==> config.mk <==
export PLATFORM = sky130hd
export DESIGN_NAME = sprite_anim_ctrl
export DESIGN_NICKNAME = d
export VERILOG_FILES = /design/src/rtl/sprite_anim_ctrl.sv
export SDC_FILE = /design/constraint.sdc
export NUM_CORES = 1
export LEC_CHECK = 0
export ABC_AREA = 1
export ABC_CLOCK_PERIOD_IN_PS = 3140
export CORE_AREA = 4 4 87 81
export DETAILED_ROUTE_END_ITERATION = 8
export DIE_AREA = 0 0 91 85
export PLACE_DENSITY = 0.74
export RECOVER_POWER = 25
export SLEW_MARGIN = 20
export SYNTH_ARGS = -nofsm -noshare
export SYNTH_HDL_FRONTEND = slang
export SYNTH_SLANG_ARGS = --single-unit
==> constraint.sdc <==
create_clock -name Clk -period 3.14 [get_ports Clk]
set_input_delay 0.628 -clock Clk [delete_from_list [all_inputs] [get_ports Clk]]
set_output_delay 0.628 -clock Clk [all_outputs]
set_load 0.1 [all_outputs]
==> src/rtl/sprite_anim_ctrl.sv <==
`default_nettype none
// ============================================================================
// sprite_anim_ctrl : per-frame walk/jump controller and sprite-sheet selector
// Revision 1.0 - initial release
// ============================================================================
module sprite_anim_ctrl #(
    parameter int ANIM_DIV = 8,
    parameter int STEP     = 2,
    parameter int JUMP_V   = 12,
    parameter int GROUND_Y = 428,
    parameter int MAX_X    = 608
) (
    input  logic       Clk,
    input  logic       Reset,
    input  logic       frame_clk,
    input  logic [7:0] keycode,
    output logic [9:0] shape_x,
    output logic [9:0] shape_y,
    output logic [3:0] sel,
    output logic       facing
);

    // State encoding doubles as the sprite-sheet row.
    localparam logic [1:0] c_st_idle   = 2'd0;
    localparam logic [1:0] c_st_walk_r = 2'd1;
    localparam logic [1:0] c_st_walk_l = 2'd2;
    localparam logic [1:0] c_st_jump   = 2'd3;

    localparam logic [7:0]        c_key_left  = 8'h04;
    localparam logic [7:0]        c_key_right = 8'h07;
    localparam logic [7:0]        c_key_jump  = 8'h1A;
    localparam logic [9:0]        c_reset_x   = 10'd304;
    localparam logic [9:0]        c_step      = 10'(STEP);
    localparam logic [9:0]        c_max_x     = 10'(MAX_X);
    localparam logic [9:0]        c_ground    = 10'(GROUND_Y);
    localparam logic [7:0]        c_anim_last = 8'(ANIM_DIV - 1);
    localparam logic signed [7:0] c_vy_launch = 8'(-JUMP_V);

    logic              r_frame_prev;
    logic [1:0]        r_state;
    logic [1:0]        r_col;
    logic [7:0]        r_anim_cnt;
    logic signed [7:0] r_vy;
    logic [9:0]        r_x;
    logic [9:0]        r_y;
    logic              r_facing;

    logic              w_frame_tick;
    logic              w_key_left;
    logic              w_key_right;
    logic              w_key_jump;
    logic [10:0]       w_x_right_sum;
    logic [9:0]        w_x_next;
    logic              w_facing_next;
    logic              w_jumping;
    logic signed [7:0] w_vy_eff;
    logic signed [11:0] w_y_sum;
    logic              w_landed;
    logic [1:0]        w_state_next;
    logic [9:0]        w_y_next;
    logic signed [7:0] w_vy_next;

    assign w_frame_tick = frame_clk & ~r_frame_prev;
    assign w_key_left   = (keycode == c_key_left);
    assign w_key_right  = (keycode == c_key_right);
    assign w_key_jump   = (keycode == c_key_jump);

    always_comb begin
        w_x_right_sum = {1'b0, r_x} + {1'b0, c_step};
        w_x_next      = r_x;
        w_facing_next = r_facing;
        if (w_key_right) begin
            w_x_next      = (w_x_right_sum > {1'b0, c_max_x}) ? c_max_x : w_x_right_sum[9:0];
            w_facing_next = 1'b0;
        end else if (w_key_left) begin
            w_x_next      = (r_x < c_step) ? 10'd0 : (r_x - c_step);
            w_facing_next = 1'b1;
        end
    end

    // The launch tick already applies the first upward step.
    always_comb begin
        w_jumping = (r_state == c_st_jump) || w_key_jump;
        w_vy_eff  = (r_state == c_st_jump) ? r_vy : c_vy_launch;
        w_y_sum   = $signed({2'b00, r_y}) + $signed({{4{w_vy_eff[7]}}, w_vy_eff});
        w_landed  = (w_y_sum >= $signed({2'b00, c_ground}));

        w_state_next = c_st_idle;
        w_y_next     = c_ground;
        w_vy_next    = 8'sd0;
        if (w_jumping) begin
            if (!w_landed) begin
                w_state_next = c_st_jump;
                w_y_next     = w_y_sum[9:0];
                w_vy_next    = w_vy_eff + 8'sd1;
            end
        end else if (w_key_right) begin
            w_state_next = c_st_walk_r;
        end else if (w_key_left) begin
            w_state_next = c_st_walk_l;
        end
    end

    always_ff @(posedge Clk) begin
        if (Reset) begin
            r_frame_prev <= 1'b0;
            r_state      <= c_st_idle;
            r_col        <= 2'd0;
            r_anim_cnt   <= 8'd0;
            r_vy         <= 8'sd0;
            r_x          <= c_reset_x;
            r_y          <= c_ground;
            r_facing     <= 1'b0;
        end else begin
            r_frame_prev <= frame_clk;
            if (w_frame_tick) begin
                r_state  <= w_state_next;
                r_x      <= w_x_next;
                r_y      <= w_y_next;
                r_vy     <= w_vy_next;
                r_facing <= w_facing_next;
                if (w_state_next != r_state) begin
                    r_anim_cnt <= 8'd0;
                    r_col      <= 2'd0;
                end else if (r_anim_cnt == c_anim_last) begin
                    r_anim_cnt <= 8'd0;
                    r_col      <= r_col + 2'd1;
                end else begin
                    r_anim_cnt <= r_anim_cnt + 8'd1;
                end
            end
        end
    end

    assign shape_x = r_x;
    assign shape_y = r_y;
    assign sel     = {r_state, r_col};
    assign facing  = r_facing;

endmodule
`default_nettype wire
== Yosys cells after proc, flatten, opt, wreduce, memory -nomap -nowiden ==
Index checks and enable logic that the tools add are counted.
Word-level totals
  output and inout bits: 25
  flip-flop bits (word level): 42
  input port bits: 11
  word-level logic and storage cells: 49
Operators by class
  eq/ne operators: 6
  reductions and logical operators: 5
  muxes and demuxes: 19
  $add $sub $neg: 6
  $lt $le $gt $ge: 3
  bitwise gates (word level): 2
Operators with widths (number)
  2-to-1 mux 10 bit: 6
  2-to-1 mux 8 bit: 5
  == test 8 x 3 -> 1 bit, second input constant: 3
  adder 11 x 8 -> 12 bit: 1
  >= comparator 12 x 10 -> 1 bit, second input constant: 1
  2-to-1 mux 2 bit: 6
  adder 10 x 2 -> 11 bit, second input constant: 1
  > comparator 11 x 10 -> 1 bit, second input constant: 1
  less-than comparator 10 x 2 -> 1 bit, second input constant: 1
  subtractor 10 x 2 -> 10 bit, second input constant: 1
  adder 8 x 1 -> 8 bit, second input constant: 1
  adder 8 x 2 -> 8 bit, second input constant: 1
  == test 8 x 5 -> 1 bit, second input constant: 1
  AND reduction 2 bit: 2
  nonzero test 2 bit: 2
  adder 2 x 1 -> 2 bit, second input constant: 1
  == test 2 bit, second input constant: 1
  2-to-1 mux 1 bit: 2
  != test 2 bit: 1
  bitwise AND 1 bit: 1
  logical OR 1 bit: 1
  NOT 1 bit: 1

== Longest topological paths before layout ==
  depth after elaboration: 9
  gate-level depth with buffers: 27
  gate-level depth less buffers: 27

== Worst setup path before layout ==
Ideal clock, no wire load.
  path type: register to register
  start point: register r_state[0]
  end point: register r_col[1]
  library setup time: 0.113 ns
  cell stages (with the launch flop): 23
  data arrival time: 3.429 ns
  data required time: 3.027 ns
  buffers on the path: 0
  clock period less this slack: 3.542 ns
  path slack: -0.402 ns
  cell sequence: dfxtp_1 nand2_1 nor2_1 inv_1 ha_1 a21oi_1 o21ai_0 a21oi_1 nand3_1 nand2_1 nand2_1 nor2_1 nand2_1 nand2_2 nand2_4 nand2_1 nand2_1 nand2_2 nand3_4 nand2_4 nand2_1 nand2_1 nor2_1
Between the ends
  longest elaborated chain between the ends: 9
  elaborated cells on any way between the ends: 11
  classes of those cells: add/sub (1); order compare (1); eq/ne (2); mux (4); reduce/logical (3)
RTL lines
  from (decl): RTL line 40  | logic [1:0] r_state;
  from (signal assigned): RTL line 107  | r_state <= c_st_idle;
  from (signal assigned): RTL line 117  | r_state <= w_state_next;
  == test 2 bit: RTL line 83, 84
  2-to-1 mux 8 bit: RTL line 84  | w_vy_eff = (r_state == c_st_jump) ? r_vy : c_vy_launch;
  adder 11 x 8 -> 12 bit: RTL line 85  | w_y_sum = $signed({2'b00, r_y}) + $signed({{4{w_vy_eff[7]}}, w_vy_eff});
  >= comparator 12 x 10 -> 1 bit: RTL line 86  | w_landed = (w_y_sum >= $signed({2'b00, c_ground}));
  2-to-1 mux 2 bit: RTL line 92  | if (!w_landed) begin
  2-to-1 mux 2 bit: RTL line 91  | if (w_jumping) begin
  != test 2 bit (*): RTL line 122  | if (w_state_next != r_state) begin
  nonzero test 2 bit (no line)
  AND reduction 2 bit (no line)
  to (signal assigned): RTL line 127  | r_col <= r_col + 2'd1;
  to (decl): RTL line 41  | logic [1:0] r_col;
Mark *: on every way between the ends. The rest lies on a longest branch, timed or not.
A chain may end at the register's enable or synchronous reset.

== Final worst setup path ==
Same ends and word-level chain as after synthesis.

==> out/results.tsv <==
metric	value	unit
wl_per_cell	13.1	µm
leakagePower	1.53	nW
antenna_found_initial	0	
arrival	3.13	ns
cts_setup_buffers	0	
io_pins	36	
post_drt_via_cell_ratio	5.31	
yosysWarnings	0	
grt_pass1_wl	12.9	mm
min_to	r_vy[0]$_SDFFE_PP0P_	
crit_chain	nand2_2, or2_2, ha_1, nand2_1, nor2_1, nand4_1, nand4_1, nand2_1, nor2_1, nand2_1, nand2_2, nand2_4, nand2_1, nand2_1, nand2_2, nand3_4, nand2_4, nand2_1, nand2_1, nor2_1	
place_inst	572	
end_kind	flop	
fin_crit_sh	0.928	
dp_hpwl	5.73	mm
drtAntennaViolNets	0	
gp_congestion	1.01	
dieArea	0.00774	mm²
track_usage	0.197	
fmax	343	MHz
drive_gt1_frac	0.124	
clk_latency	0.31	ns
cts_resized	0	
clockRootBuffer	clkbuf_8	
slew_violations	0	
outcome	finished clean	
grt_start_max_net_pins	27	
tightest_slew	1.19	ns
n_fill_cell	604	
io_buffer_count	34	
hold_path.class	reg2reg	
p_per_area	347	mW/mm²
dr.pass1.iters	6	
htreeDepth	2	
rows	27	
die_h	85	µm
finalCriticalPeriod	2.91	ns
hold_viol_final	0	
fp.coreArea	0.00608	mm²
crit_path_frequent_cell	nand2_1	
cp_num_buf_inv	0	
drt-total-wl	7.59	mm
timing.rr.start	r_state[0]$_SDFFE_PP0P_	
instances_no_fill	580	
crit_family	simple AND/OR/NAND/NOR gates	
overflow	0	
synthToLayoutAreaGrowth	16.5	%
worstPathMaxFanout	10	
synth_seq_area_share	0.275	
r2r_end	r_col[1]$_SDFFE_PP0P_	
final_nets	532	
tns	0	ns
r2r_setup_slack	0.23	ns
syn_nets	492	
synthDistinctLibCells	35	
cts_tree	yes	
hp-start	r_vy[0]$_SDFFE_PP0P_	
initial_core_util	0.491	
cts.sinks	41	
die_w	91	µm
antenna_cells	0	
synth_area	0.00299	mm²
maxCapViolations	0	
max_stage_delay	0.34	ns
clockBufferDepth	2	
synth-seq-cells	41	
skew	0.0106	ns
reg2reg_depth	20	
syn-instance-count	467	
startpoint_type	flop	
vdd_drop_max	305	µV
clkTransAtPathRegs	0.09	ns
cts_hold_buffers	0	
drc	0	
vias	3078	
cts_buffers	5	
crit_required	3.35	ns
slowest_stage	dfxtp_2	
min_path_cells	2	
initialDrtViolationCount	206	
max_slew_margin	0.210	
rsz0062_at_grt	false	
setup_viol	0	
critPathKind	reg2reg	
first_global_vias	2750	
synth_area_per_cell	6.39	µm²
-- registers in the layout (all words and copies together) (netlist names) --
register,cells
r_anim_cnt,8
shape_y,10
r_vy,8
r_frame_prev,1
facing,1
r_col,2
r_state,2
shape_x,9
-- how the worst max path moves through the flow --
stage | startpoint | endpoint | slack (ns) | cells past startpoint
after global placement | r_state[0]$_SDFFE_PP0P_ | r_col[1]$_SDFFE_PP0P_ | 0.12 | 21
after CTS | r_state[0]$_SDFFE_PP0P_ | r_anim_cnt[4]$_SDFFE_PP0P_ | 0.08 | 20
after floorplan | shape_y[1]$_SDFFE_PP0P_ | r_col[1]$_SDFFE_PP0P_ | 0.004 | 24
final | r_state[0]$_SDFFE_PP0P_ | r_col[1]$_SDFFE_PP0P_ | 0.23 | 20
after detailed placement | r_state[1]$_SDFFE_PP0P_ | r_col[1]$_SDFFE_PP0P_ | 0.10 | 21
after global routing | r_state[0]$_SDFFE_PP0P_ | r_anim_cnt[3]$_SDFFE_PP0P_ | 0.008 | 20
-- kinds of logic after synthesis --
group / Yosys count / share of synthesized area
and+or+nand+nor: 243 / 0.381
DFF: 41 / 0.275
AOI/OAI and AO/OA: 79 / 0.143
other: 1 / 0.00126
buffers and inverters: 73 / 0.0947
xor gates and xnor gates: 16 / 0.0469
adders and majority gates: 14 / 0.0587
-- cells in the mapped netlist --
library cell / number / area (µm²)
a41oi_1: 1 / 8.76
buf_2: 1 / 5.00
conb_1: 1 / 3.75
inv_1: 62 / 233
nand3_1: 41 / 205
nand3b_1: 7 / 52.6
o21ai_0: 27 / 135
nor2_4: 1 / 11.3
nor2_2: 4 / 25.0
nand4_1: 11 / 68.8
xnor2_1: 4 / 35.0
o22ai_1: 2 / 12.5
a21oi_1: 39 / 195
dfxtp_1: 41 / 821
a21o_1: 1 / 7.51
xor2_1: 12 / 105
nand3_2: 1 / 10.0
o21a_1: 1 / 7.51
o31ai_1: 1 / 7.51
or2_2: 6 / 37.5
nor3_1: 5 / 25.0
nand2_2: 8 / 50.1
nand3_4: 1 / 17.5
and2_1: 1 / 6.26
o2111ai_1: 2 / 17.5
nor2_1: 48 / 180
nand2_1: 102 / 383
nor4_1: 3 / 18.8
clkbuf_1: 8 / 30.0
a31oi_1: 3 / 18.8
o21bai_1: 1 / 7.51
ha_1: 14 / 175
o221ai_1: 1 / 8.76
buf_4: 2 / 15.0
nand2_4: 4 / 45.0
-- through the flow --
| stage | hold WS, ns | cell area [µm²] | worst slack, ns | power, mW | utilization |
|---|---|---|---|---|---|
| floorplan | 0.445 | 2990 | 0.00379 | 0.771 | - |
| global placement | 0.463 | 3380 | 0.123 | 0.835 | 0.556 |
| detailed placement | 0.458 | 3380 | 0.104 | 0.837 | 0.556 |
| CTS | 0.471 | 3480 | 0.0812 | 1.21 | 0.572 |
| global route | 0.500 | 3480 | 0.00801 | 1.27 | 0.572 |
| finish | 0.469 | 3480 | 0.226 | 1.21 | 0.572 |
-- worst min-delay path: cells and delay by family, from the launching register on --
family / cells / cell delay [ns]
simple gates: 1 / 0.06
flops: 1 / 0.32
compound gates: 1 / 0.06
-- layout by cell type (no fill, tap or decap), drive strengths merged --
cell / count
o221ai: 1
ha: 14
nand4: 11
a41oi: 1
or2: 6
clkinvlp: 1
inv: 64
nand2: 114
o31ai: 1
o21ai: 27
o21a: 1
a21oi: 39
a31oi: 3
nand3b: 7
o2111ai: 2
o21bai: 1
buf: 18
and2: 1
clkdlybuf4s50: 10
a21o: 1
o22ai: 2
nor3: 5
conb: 1
xnor2: 4
nor4: 3
dfxtp: 41
nand3: 43
xor2: 12
nor2: 53
clkbuf: 21
-- report_power, final --
| part | internal (mW) | total, mW | leakage, nW | switching [mW] |
|---|---|---|---|---|
| combinational | 0.0859 | 0.281 | 1.15 | 0.195 |
| sequential | 0.537 | 0.553 | 0.335 | 0.0157 |
| clock | 0.162 | 0.372 | 0.0452 | 0.210 |
| total | 0.785 | 1.21 | 1.53 | 0.421 |
-- final cells by class --
| type | count | area (µm²) | area share |
|---|---|---|---|
| inverter | 62 | 233 | 0.0669 |
| sequential | 41 | 823 | 0.237 |
| timing repair buffer | 44 | 295 | 0.0849 |
| clock inverter | 3 | 25.0 | 0.00719 |
| tap | 72 | 90.1 | 0.0259 |
| multi-input combinational | 353 | 1940 | 0.559 |
| clock buffer | 5 | 68.8 | 0.0198 |
-- per-layer routing --
| layer | GRT usage | routed length [µm] | up-vias |
|---|---|---|---|
| met5 | 0 | 0 | - |
| met4 | 0.0452 | 55 | 0 |
| met3 | 0.0505 | 465 | 5 |
| met2 | 0.290 | 3260 | 85 |
| met1 | 0.287 | 3810 | 1374 |
| li1 | - | - | 1614 |
Power figures use the tool's default switching activity.
